==> src/rtl/mc_pkg.sv <==
// Shared encodings for the multicycle MIPS control path: FSM states, opcodes,
// and the ALU/PC select codes also used by the ALU control and the PC mux.
package mc_pkg;

    typedef enum logic [3:0] {
        S_IDLE    = 4'd0,
        S_FETCH   = 4'd1,
        S_DECODE  = 4'd2,
        S_MEMADR  = 4'd3,
        S_MEMRD   = 4'd4,
        S_MEMWB   = 4'd5,
        S_MEMWR   = 4'd6,
        S_EXECUTE = 4'd7,
        S_ALUWB   = 4'd8,
        S_BRANCH  = 4'd9,
        S_JUMP    = 4'd10,
        S_ADDIEX  = 4'd11,
        S_ADDIWB  = 4'd12
    } state_t;

    localparam logic [5:0] OP_RTYPE = 6'h00;
    localparam logic [5:0] OP_LW    = 6'h23;
    localparam logic [5:0] OP_SW    = 6'h2B;
    localparam logic [5:0] OP_BEQ   = 6'h04;
    localparam logic [5:0] OP_J     = 6'h02;
    localparam logic [5:0] OP_ADDI  = 6'h08;

    localparam logic [1:0] ALUOP_ADD   = 2'b00;
    localparam logic [1:0] ALUOP_SUB   = 2'b01;
    localparam logic [1:0] ALUOP_FUNCT = 2'b10;

    localparam logic [1:0] SRCB_B       = 2'b00;
    localparam logic [1:0] SRCB_FOUR    = 2'b01;
    localparam logic [1:0] SRCB_IMM     = 2'b10;
    localparam logic [1:0] SRCB_IMM_SH2 = 2'b11;

    localparam logic [1:0] PCSRC_ALU    = 2'b00;
    localparam logic [1:0] PCSRC_ALUOUT = 2'b01;
    localparam logic [1:0] PCSRC_JUMP   = 2'b10;

    typedef struct packed {
        logic       pc_write;
        logic       pc_write_cond;
        logic       i_or_d;
        logic       mem_read;
        logic       mem_write;
        logic       ir_write;
        logic       mem_to_reg;
        logic       reg_dst;
        logic       reg_write;
        logic       alu_src_a;
        logic [1:0] alu_src_b;
        logic [1:0] alu_op;
        logic [1:0] pc_source;
    } ctl_word_t;

endpackage

==> src/rtl/mc_control_outdec.sv <==
// State -> datapath control word. Purely combinational; the only non-state
// input is mem_ready, which holds PC/IR loads off while a fetch is stalled.
module mc_control_outdec
    import mc_pkg::*;
(
    input  state_t    state,
    input  logic      mem_ready,
    output ctl_word_t ctl
);

    always_comb begin
        ctl = '0;
        case (state)
            S_FETCH: begin
                ctl.mem_read  = 1'b1;
                ctl.ir_write  = mem_ready;
                ctl.pc_write  = mem_ready;
                ctl.alu_src_b = SRCB_FOUR;
                ctl.alu_op    = ALUOP_ADD;
                ctl.pc_source = PCSRC_ALU;
            end
            S_DECODE: begin
                ctl.alu_src_b = SRCB_IMM_SH2;
                ctl.alu_op    = ALUOP_ADD;
            end
            S_MEMADR, S_ADDIEX: begin
                ctl.alu_src_a = 1'b1;
                ctl.alu_src_b = SRCB_IMM;
                ctl.alu_op    = ALUOP_ADD;
            end
            S_MEMRD: begin
                ctl.mem_read = 1'b1;
                ctl.i_or_d   = 1'b1;
            end
            S_MEMWB: begin
                ctl.reg_write  = 1'b1;
                ctl.mem_to_reg = 1'b1;
            end
            S_MEMWR: begin
                ctl.mem_write = 1'b1;
                ctl.i_or_d    = 1'b1;
            end
            S_EXECUTE: begin
                ctl.alu_src_a = 1'b1;
                ctl.alu_src_b = SRCB_B;
                ctl.alu_op    = ALUOP_FUNCT;
            end
            S_ALUWB: begin
                ctl.reg_write = 1'b1;
                ctl.reg_dst   = 1'b1;
            end
            S_BRANCH: begin
                ctl.alu_src_a     = 1'b1;
                ctl.alu_src_b     = SRCB_B;
                ctl.alu_op        = ALUOP_SUB;
                ctl.pc_write_cond = 1'b1;
                ctl.pc_source     = PCSRC_ALUOUT;
            end
            S_JUMP: begin
                ctl.pc_write  = 1'b1;
                ctl.pc_source = PCSRC_JUMP;
            end
            S_ADDIWB: begin
                ctl.reg_write = 1'b1;
            end
            default: ctl = '0;
        endcase
    end

endmodule

==> src/rtl/mc_control_fsm.sv <==
// Multicycle MIPS main control: state register and next-state logic; the
// control word itself comes from mc_control_outdec.
//
// state   | meaning
// --------+-----------------------------------------------
// IDLE    | held in / just out of reset, all outputs 0
// FETCH   | read instruction, PC+4 (waits on mem_ready)
// DECODE  | branch target into ALUOut, dispatch on opcode
// MEMADR  | effective address for LW/SW
// MEMRD   | load data read (waits on mem_ready)
// MEMWB   | load data to rt
// MEMWR   | store write (waits on mem_ready)
// EXECUTE | R-type ALU operation
// ALUWB   | R-type result to rd
// BRANCH  | BEQ compare and conditional PC load
// JUMP    | jump target into PC
// ADDIEX  | ADDI ALU operation
// ADDIWB  | ADDI result to rt
module mc_control_fsm
    import mc_pkg::*;
(
    input  logic       clk,
    input  logic       rst_n,
    input  logic [5:0] Opcode,
    input  logic       mem_ready,
    output logic       PCWrite,
    output logic       PCWriteCond,
    output logic       IorD,
    output logic       MemRead,
    output logic       MemWrite,
    output logic       IRWrite,
    output logic       MemtoReg,
    output logic       RegDst,
    output logic       RegWrite,
    output logic       ALUSrcA,
    output logic [1:0] ALUSrcB,
    output logic [1:0] ALUOp,
    output logic [1:0] PCSource,
    output logic       illegal_op,
    output logic [3:0] state_dbg
);

    state_t    state, state_nxt;
    ctl_word_t ctl;

    always_ff @(posedge clk or negedge rst_n) begin
        if (!rst_n) state <= S_IDLE;
        else        state <= state_nxt;
    end

    always_comb begin
        state_nxt  = state;
        illegal_op = 1'b0;
        case (state)
            S_IDLE:  state_nxt = S_FETCH;
            S_FETCH: if (mem_ready) state_nxt = S_DECODE;
            S_DECODE: begin
                case (Opcode)
                    OP_LW, OP_SW: state_nxt = S_MEMADR;
                    OP_RTYPE:     state_nxt = S_EXECUTE;
                    OP_BEQ:       state_nxt = S_BRANCH;
                    OP_J:         state_nxt = S_JUMP;
                    OP_ADDI:      state_nxt = S_ADDIEX;
                    default: begin
                        state_nxt  = S_FETCH;
                        illegal_op = 1'b1;
                    end
                endcase
            end
            // Only LW/SW reach MEMADR, so anything not SW is treated as a load.
            S_MEMADR:  state_nxt = (Opcode == OP_SW) ? S_MEMWR : S_MEMRD;
            S_MEMRD:   if (mem_ready) state_nxt = S_MEMWB;
            S_MEMWR:   if (mem_ready) state_nxt = S_FETCH;
            S_EXECUTE: state_nxt = S_ALUWB;
            S_ADDIEX:  state_nxt = S_ADDIWB;
            S_MEMWB, S_ALUWB, S_BRANCH, S_JUMP, S_ADDIWB: state_nxt = S_FETCH;
            default:   state_nxt = S_FETCH;
        endcase
    end

    mc_control_outdec u_outdec (
        .state     (state),
        .mem_ready (mem_ready),
        .ctl       (ctl)
    );

    assign PCWrite     = ctl.pc_write;
    assign PCWriteCond = ctl.pc_write_cond;
    assign IorD        = ctl.i_or_d;
    assign MemRead     = ctl.mem_read;
    assign MemWrite    = ctl.mem_write;
    assign IRWrite     = ctl.ir_write;
    assign MemtoReg    = ctl.mem_to_reg;
    assign RegDst      = ctl.reg_dst;
    assign RegWrite    = ctl.reg_write;
    assign ALUSrcA     = ctl.alu_src_a;
    assign ALUSrcB     = ctl.alu_src_b;
    assign ALUOp       = ctl.alu_op;
    assign PCSource    = ctl.pc_source;
    assign state_dbg   = state;

endmodule

==> config.mk <==
export PLATFORM = sky130hd
export DESIGN_NAME = mc_control_fsm
export DESIGN_NICKNAME = d
export VERILOG_FILES = /design/src/rtl/mc_pkg.sv /design/src/rtl/mc_control_outdec.sv /design/src/rtl/mc_control_fsm.sv
export SDC_FILE = /design/constraint.sdc
export NUM_CORES = 1
export LEC_CHECK = 0
export CAP_MARGIN = 15
export CORE_MARGIN = 4
export CORE_UTILIZATION = 36
export DETAILED_ROUTE_END_ITERATION = 12
export PLACE_DENSITY_LB_ADDON = 0.2
export SLEW_MARGIN = 20
export SYNTH_ARGS = -nofsm -noshare
export SYNTH_HDL_FRONTEND = slang
export SYNTH_HIERARCHICAL = 1
export SYNTH_SLANG_ARGS = --single-unit
==> constraint.sdc <==
create_clock -name clk -period 1.42 [get_ports clk]
set_clock_uncertainty 0.05 [all_clocks]
set_input_delay 0.213 -clock clk [delete_from_list [all_inputs] [get_ports clk]]
set_output_delay 0.213 -clock clk [all_outputs]
set_load 0.02 [all_outputs]
======== Yosys cells after proc, flatten, opt, wreduce, memory -nomap -nowiden ========
Cells that the tools add are included.
operators by class
  mux-type cells .......................... 20
  eq/ne operators ......................... 20
  reduce and logical (&&, ||, !) cells .... 9
operators with widths
  cell                  count
  $pmux W4 S5           2
  $pmux W4 S7           1
  $eq A4 B4 Y1 const B  5
  $eq A4 B3 Y1 const B  4
  $eq A6 B6 Y1 const B  2
  $mux W4               3
  $mux W1               11
  $eq A4 B2 Y1 const B  2
  $reduce_or A2 Y1      4
  $eq A6 B2 Y1 const B  1
  $eq A6 B3 Y1 const B  1
  $eq A6 B4 Y1 const B  1
  $logic_not A6 Y1      1
  $ne A2 B2 Y1 const B  3
  $reduce_or A6 Y1      1
  $eq A4 B1 Y1 const B  1
  $pmux W2 S2           1
  $reduce_or A4 Y1      1
  $reduce_and A3 Y1     1
  $reduce_or A3 Y1      1
  $mux W2               1
  $pmux W1 S2           1
storage, ports and cells
  bits of input ports ..................... 9
  output and inout bits ................... 21
  register bits ........................... 4

======== Longest topological paths before layout ========
  word-level depth ........................ 4
  gate-level depth with buffers ........... 5
  gate-level depth less buffers ........... 4

======== Modules after synthesis ========
Netlist, hierarchy kept.
modules (own cells, without submodules)
  module             seq. area each (µm²)  cells each  area an instance (µm²)  times used
  mc_control_fsm     100.1                 52          409.1                   1
  mc_control_outdec  0.0                   31          240.2                   1

======== Least setup slack after synthesis ========
Ideal clock, no wire load.
  path kind ............................... flip-flop to output port
  start ................................... register state[2], in the netlist state_dbg[2]
  end ..................................... output port PCWriteCond
  path slack .............................. -0.276 ns
  arrival time ............................ 1.433 ns
  stages on the path, launching flop included .. 5
  path buffers ............................ 2
  required time ........................... 1.157 ns
  cell sequence ........................... dfrtp_1 > buf_2 > nand2b_1 > nor2_1 > buf_4
between the ends
  longest elaborated chain between the ends .. 2
ends and longest elaborated chain
  what                    RTL line                 text
  from (decl)             mc_control_fsm.sv:43     state_t state, state_nxt;
  from (signal assigned)  mc_control_fsm.sv:48     else state <= state_nxt;
  $eq A4 B4 Y1            mc_control_outdec.sv:13  case (state)
  $mux W1                 mc_control_outdec.sv:13
  to (decl)               mc_control_fsm.sv:27     output logic PCWriteCond,
No other way between the ends.

======== Worst setup path in the final report ========
  start ................................... register state[0], in the netlist state_dbg[0]
  end ..................................... register state[1], in the netlist state_dbg[1]
between the ends
  longest elaborated chain between the ends .. 3
ends and longest elaborated chain
  what                                                 RTL line              text
  $eq A4 B1 Y1 / $eq A4 B3 Y1 (equally long branches)  mc_control_fsm.sv:54  case (state)
  $ne A2 B2 Y1 (no line)                               --
  $reduce_and A3 Y1 (no line)                          --
Several ways; a longest one is shown, not always the timed one.
A chain may end at the register's enable or synchronous reset.

==> flow_metrics.env <==
export IMPL_min_period_ns=1.59
export IMPL_crit_path_end_kind="flip-flop"
export IMPL_synth_warnings=6
export IMPL_min_path_type="in2async"
export IMPL_synthCells=83
export IMPL_place_detailed_instances=150
export IMPL_cellPowerDensity_mw_per_mm2=1940
export IMPL_firstDrtPassIters=4
export IMPL_antenna_diode_count=0
export IMPL_final_hold_violation_count=0
export IMPL_grtUsageTotal_pct=18.6
export IMPL_ir_worst_vdd_v=0.00149
export IMPL_dp_hpwl_um=1520
export IMPL_synthMuxAreaShare_pct=1.54
export IMPL_timing_final_ws_setup_ns=-0.168
export IMPL_route_detailed_wl_per_inst_um=15.6
export IMPL_remaining_drc_errors=0
export IMPL_synth_enable_flop_cells=0
export IMPL_largest_family_of_logic_cells_by_synthesized_area="simple AND/OR/NAND/NOR gates"
export IMPL_synthTopCellsByArea="dfrtp_1 15%, nor2_1 6.4%, a21oi_1 5.4%"
export IMPL_die_area_mm2=0.00255
export IMPL_globalRoute_totalOverflow=0
export IMPL_timing_worst_setup_path_type="reg2reg"
export IMPL_synthesis_area_um2=649
export IMPL_setup_tns_final_ns=-2.31
export IMPL_finish_net_count=153
export IMPL_sequential_element_share_of_the_synthesized_area_pct=15.4
export IMPL_worstReg2RegEnd="state_dbg[1]$_DFFE_PN0P_"
export IMPL_grt_max_degree=18
export IMPL_post_synth_xor_area_fraction_pct=4.05
export IMPL_share_of_layout_cells_above_drive_strength_1_pct=62.9
export IMPL_syn_mean_instance_area_um2=7.82
export IMPL_routed_via_count=887
export IMPL_crit_end="state_dbg[1]$_DFFE_PN0P_"
export IMPL_number_of_unique_standard_cell_types_used_by_synthesis=38
export IMPL_drtIter0Drc=33
export IMPL_critical_path_required_ns=1.48
export IMPL_reg2reg_start="state_dbg[0]$_DFFE_PN0P_"
export IMPL_detail_route_vias_per_cell=5.28
export IMPL_clock_sinks=4
export IMPL_clkLatencyLatePin_ns=0.24
export IMPL_timing_critical_path_from_type="flip-flop"
export IMPL_tightest_slew_ns=0.257
export IMPL_timing_hold_ws_ns=0.138
export IMPL_static_leakage_power_nw=0.609
export IMPL_dieHeight_um=50.5
export IMPL_die_width_um=50.5
export IMPL_post_synthesis_adder_cell_area_fraction_pct=0
export IMPL_rsz0062_at_grt="true"
export IMPL_netlist_top_cell_by_area="dfrtp_1"
export IMPL_final_cells=168
export IMPL_cts_reportedPaths_clkPinSlew_ns=0.04
export IMPL_htreeDepth=1
export IMPL_dpl_worst_slack_ns=-0.595
export IMPL_setup_viol=20
export IMPL_drt_wl_total_um=2630
export IMPL_core_area_mm2=0.00173
export IMPL_final_antenna_net_count=0
export IMPL_grt_pass1_wl_um=3710
export IMPL_cp_arrival_ns=1.65
export IMPL_gp_congestion=0.866
export IMPL_synthSimpleGateAreaFrac_pct=44.1
export IMPL_clock_tree_buffer_depth=2
export IMPL_leading_cell_types_by_count_after_synthesis="11 x nor2_1, 7 x a21oi_1, 5 x nand2_1"
export IMPL_timing_max_cap_violations=0
export IMPL_synth_top_cell_area_share_pct=15.4
export IMPL_num_io_pins=30
export IMPL_power_total_mw=2.67
export IMPL_largest_reg_flops=4
export IMPL_numPortBuffers=29
export IMPL_clock_fmax_ghz=0.630
export IMPL_timing_slew_headroom_pct=82.8
export IMPL_crit_path_max_fanout=6
export IMPL_setup_reg_to_reg_worst_slack_ns=-0.17
export IMPL_synth_most_common_cell="nor2_1"
export IMPL_clock_tree_from_tritoncts="done"
export IMPL_synth_nets=92
export IMPL_synth_ff_latch_count=4
export IMPL_std_cell_rows=15
export IMPL_worst_r2r_path_depth=6
export IMPL_cts_made_buffers=3
export IMPL_async_reset_ff_share_pct=100
export IMPL_outcome="finished, violations left"
export IMPL_violations_in_the_final_reports="setup timing"
export IMPL_grt_pass1_vias=806
export IMPL_grt_antenna_before_repair=0
export IMPL_synthToLayoutAreaGrowth_pct=113
export IMPL_synthFlopType="dfrtp_1"
export IMPL_startpoint="state_dbg[0]$_DFFE_PN0P_"
export IMPL_root_buffer="clkbuf_4"
export IMPL_timing_final_crit_share_pct=112
export IMPL_floorplan_initialDensity_pct=37.6
export IMPL_synth_compound_gate_area_share_pct=22.5
export IMPL_maxSlewViolCount=0
[metrics by stage]
stage | cell area [um2] | util (%)
floorplan | 678 | -
global placement | 1110 | 64.1
detailed placement | 1110 | 64.1
finish | 1380 | 79.9
global route | 1380 | 79.9
CTS | 1230 | 71.3
[worst max-delay path, cell delays in order (launching register included)]
cell and delay, ns:
dfrtp_2 0.46, buf_4 0.18, inv_1 0.08, buf_4 0.13, nor3_1 0.05, o31a_1 0.30
o22a_1 0.22
[cell usage in the layout (no fill, tap or decap), drive strengths merged, types with 2 or more instances in the layout]
cell type	n
nor3	3
a211oi	3
nand3	2
nor4b	2
inv	3
nand3b	2
nand2	5
nand2b	6
o21ai	4
dfrtp	4
xor2	2
and3b	2
nor4	2
clkbuf	7
a21oi	7
a21boi	2
nor2	12
buf	54
clkdlybuf4s50	6
[kinds of logic after synthesis]
| group | count (synthesis) |
|---|---|
| AO/OA/AOI/OAI | 22 |
| XOR/XNOR | 3 |
| buffers and inverters | 12 |
| flip-flops | 4 |
| multiplexers | 1 |
| AND/OR/NAND/NOR | 41 |
[per-layer routing]
| metal | global-route usage [%] | wire length (um) | up-vias | part of all wire, % |
|---|---|---|---|---|
| li1 | - | - | 421 | - |
| met1 | 24.0 | 1050 | 421 | 40 |
| met2 | 31.5 | 1370 | 39 | 52 |
| met3 | 4.45 | 159 | 6 | 6.1 |
| met4 | 3.59 | 48 | 0 | 1.8 |
| met5 | 0 | 0 | - | 0 |
[power breakdown]
group,leakage (nW),switching [mW],total [mW],internal (mW)
logic,0.548,1.09,2.27,1.19
clock network,0.0150,0.0492,0.155,0.106
registers,0.0458,0.0777,0.244,0.166
total,0.609,1.22,2.67,1.46
[what timing repair did]
item | CTS | global route
cloned | 0 | 1
buffers inserted | 11 | 2
hold buffers | 0 | 0
setup endpoints to repair | 22 | 24
pin swaps | 7 | 10
gates resized for setup | 108 | 35
[worst min-delay path by stage]
stage,endpoint,from
5_1_grt,state_dbg[1]$_DFFE_PN0P_,rst_n
3_3_place_gp,state_dbg[3]$_DFFE_PN0P_,rst_n
6_report,state_dbg[2]$_DFFE_PN0P_,rst_n
3_5_place_dp,state_dbg[3]$_DFFE_PN0P_,rst_n
2_1_floorplan,state_dbg[0]$_DFFE_PN0P_,rst_n
4_1_cts,state_dbg[1]$_DFFE_PN0P_,rst_n
[final cells by class]
class                   instances  area [um2]
well taps                      25        31.3
repair buffers                 65         631
inverters                       3        11.3
clock buffers                   4        26.3
flip-flops and latches          4         105
multi-input cells              67         576
fillers                       112         347
No activity file was read; power rests on OpenSTA's default activity.
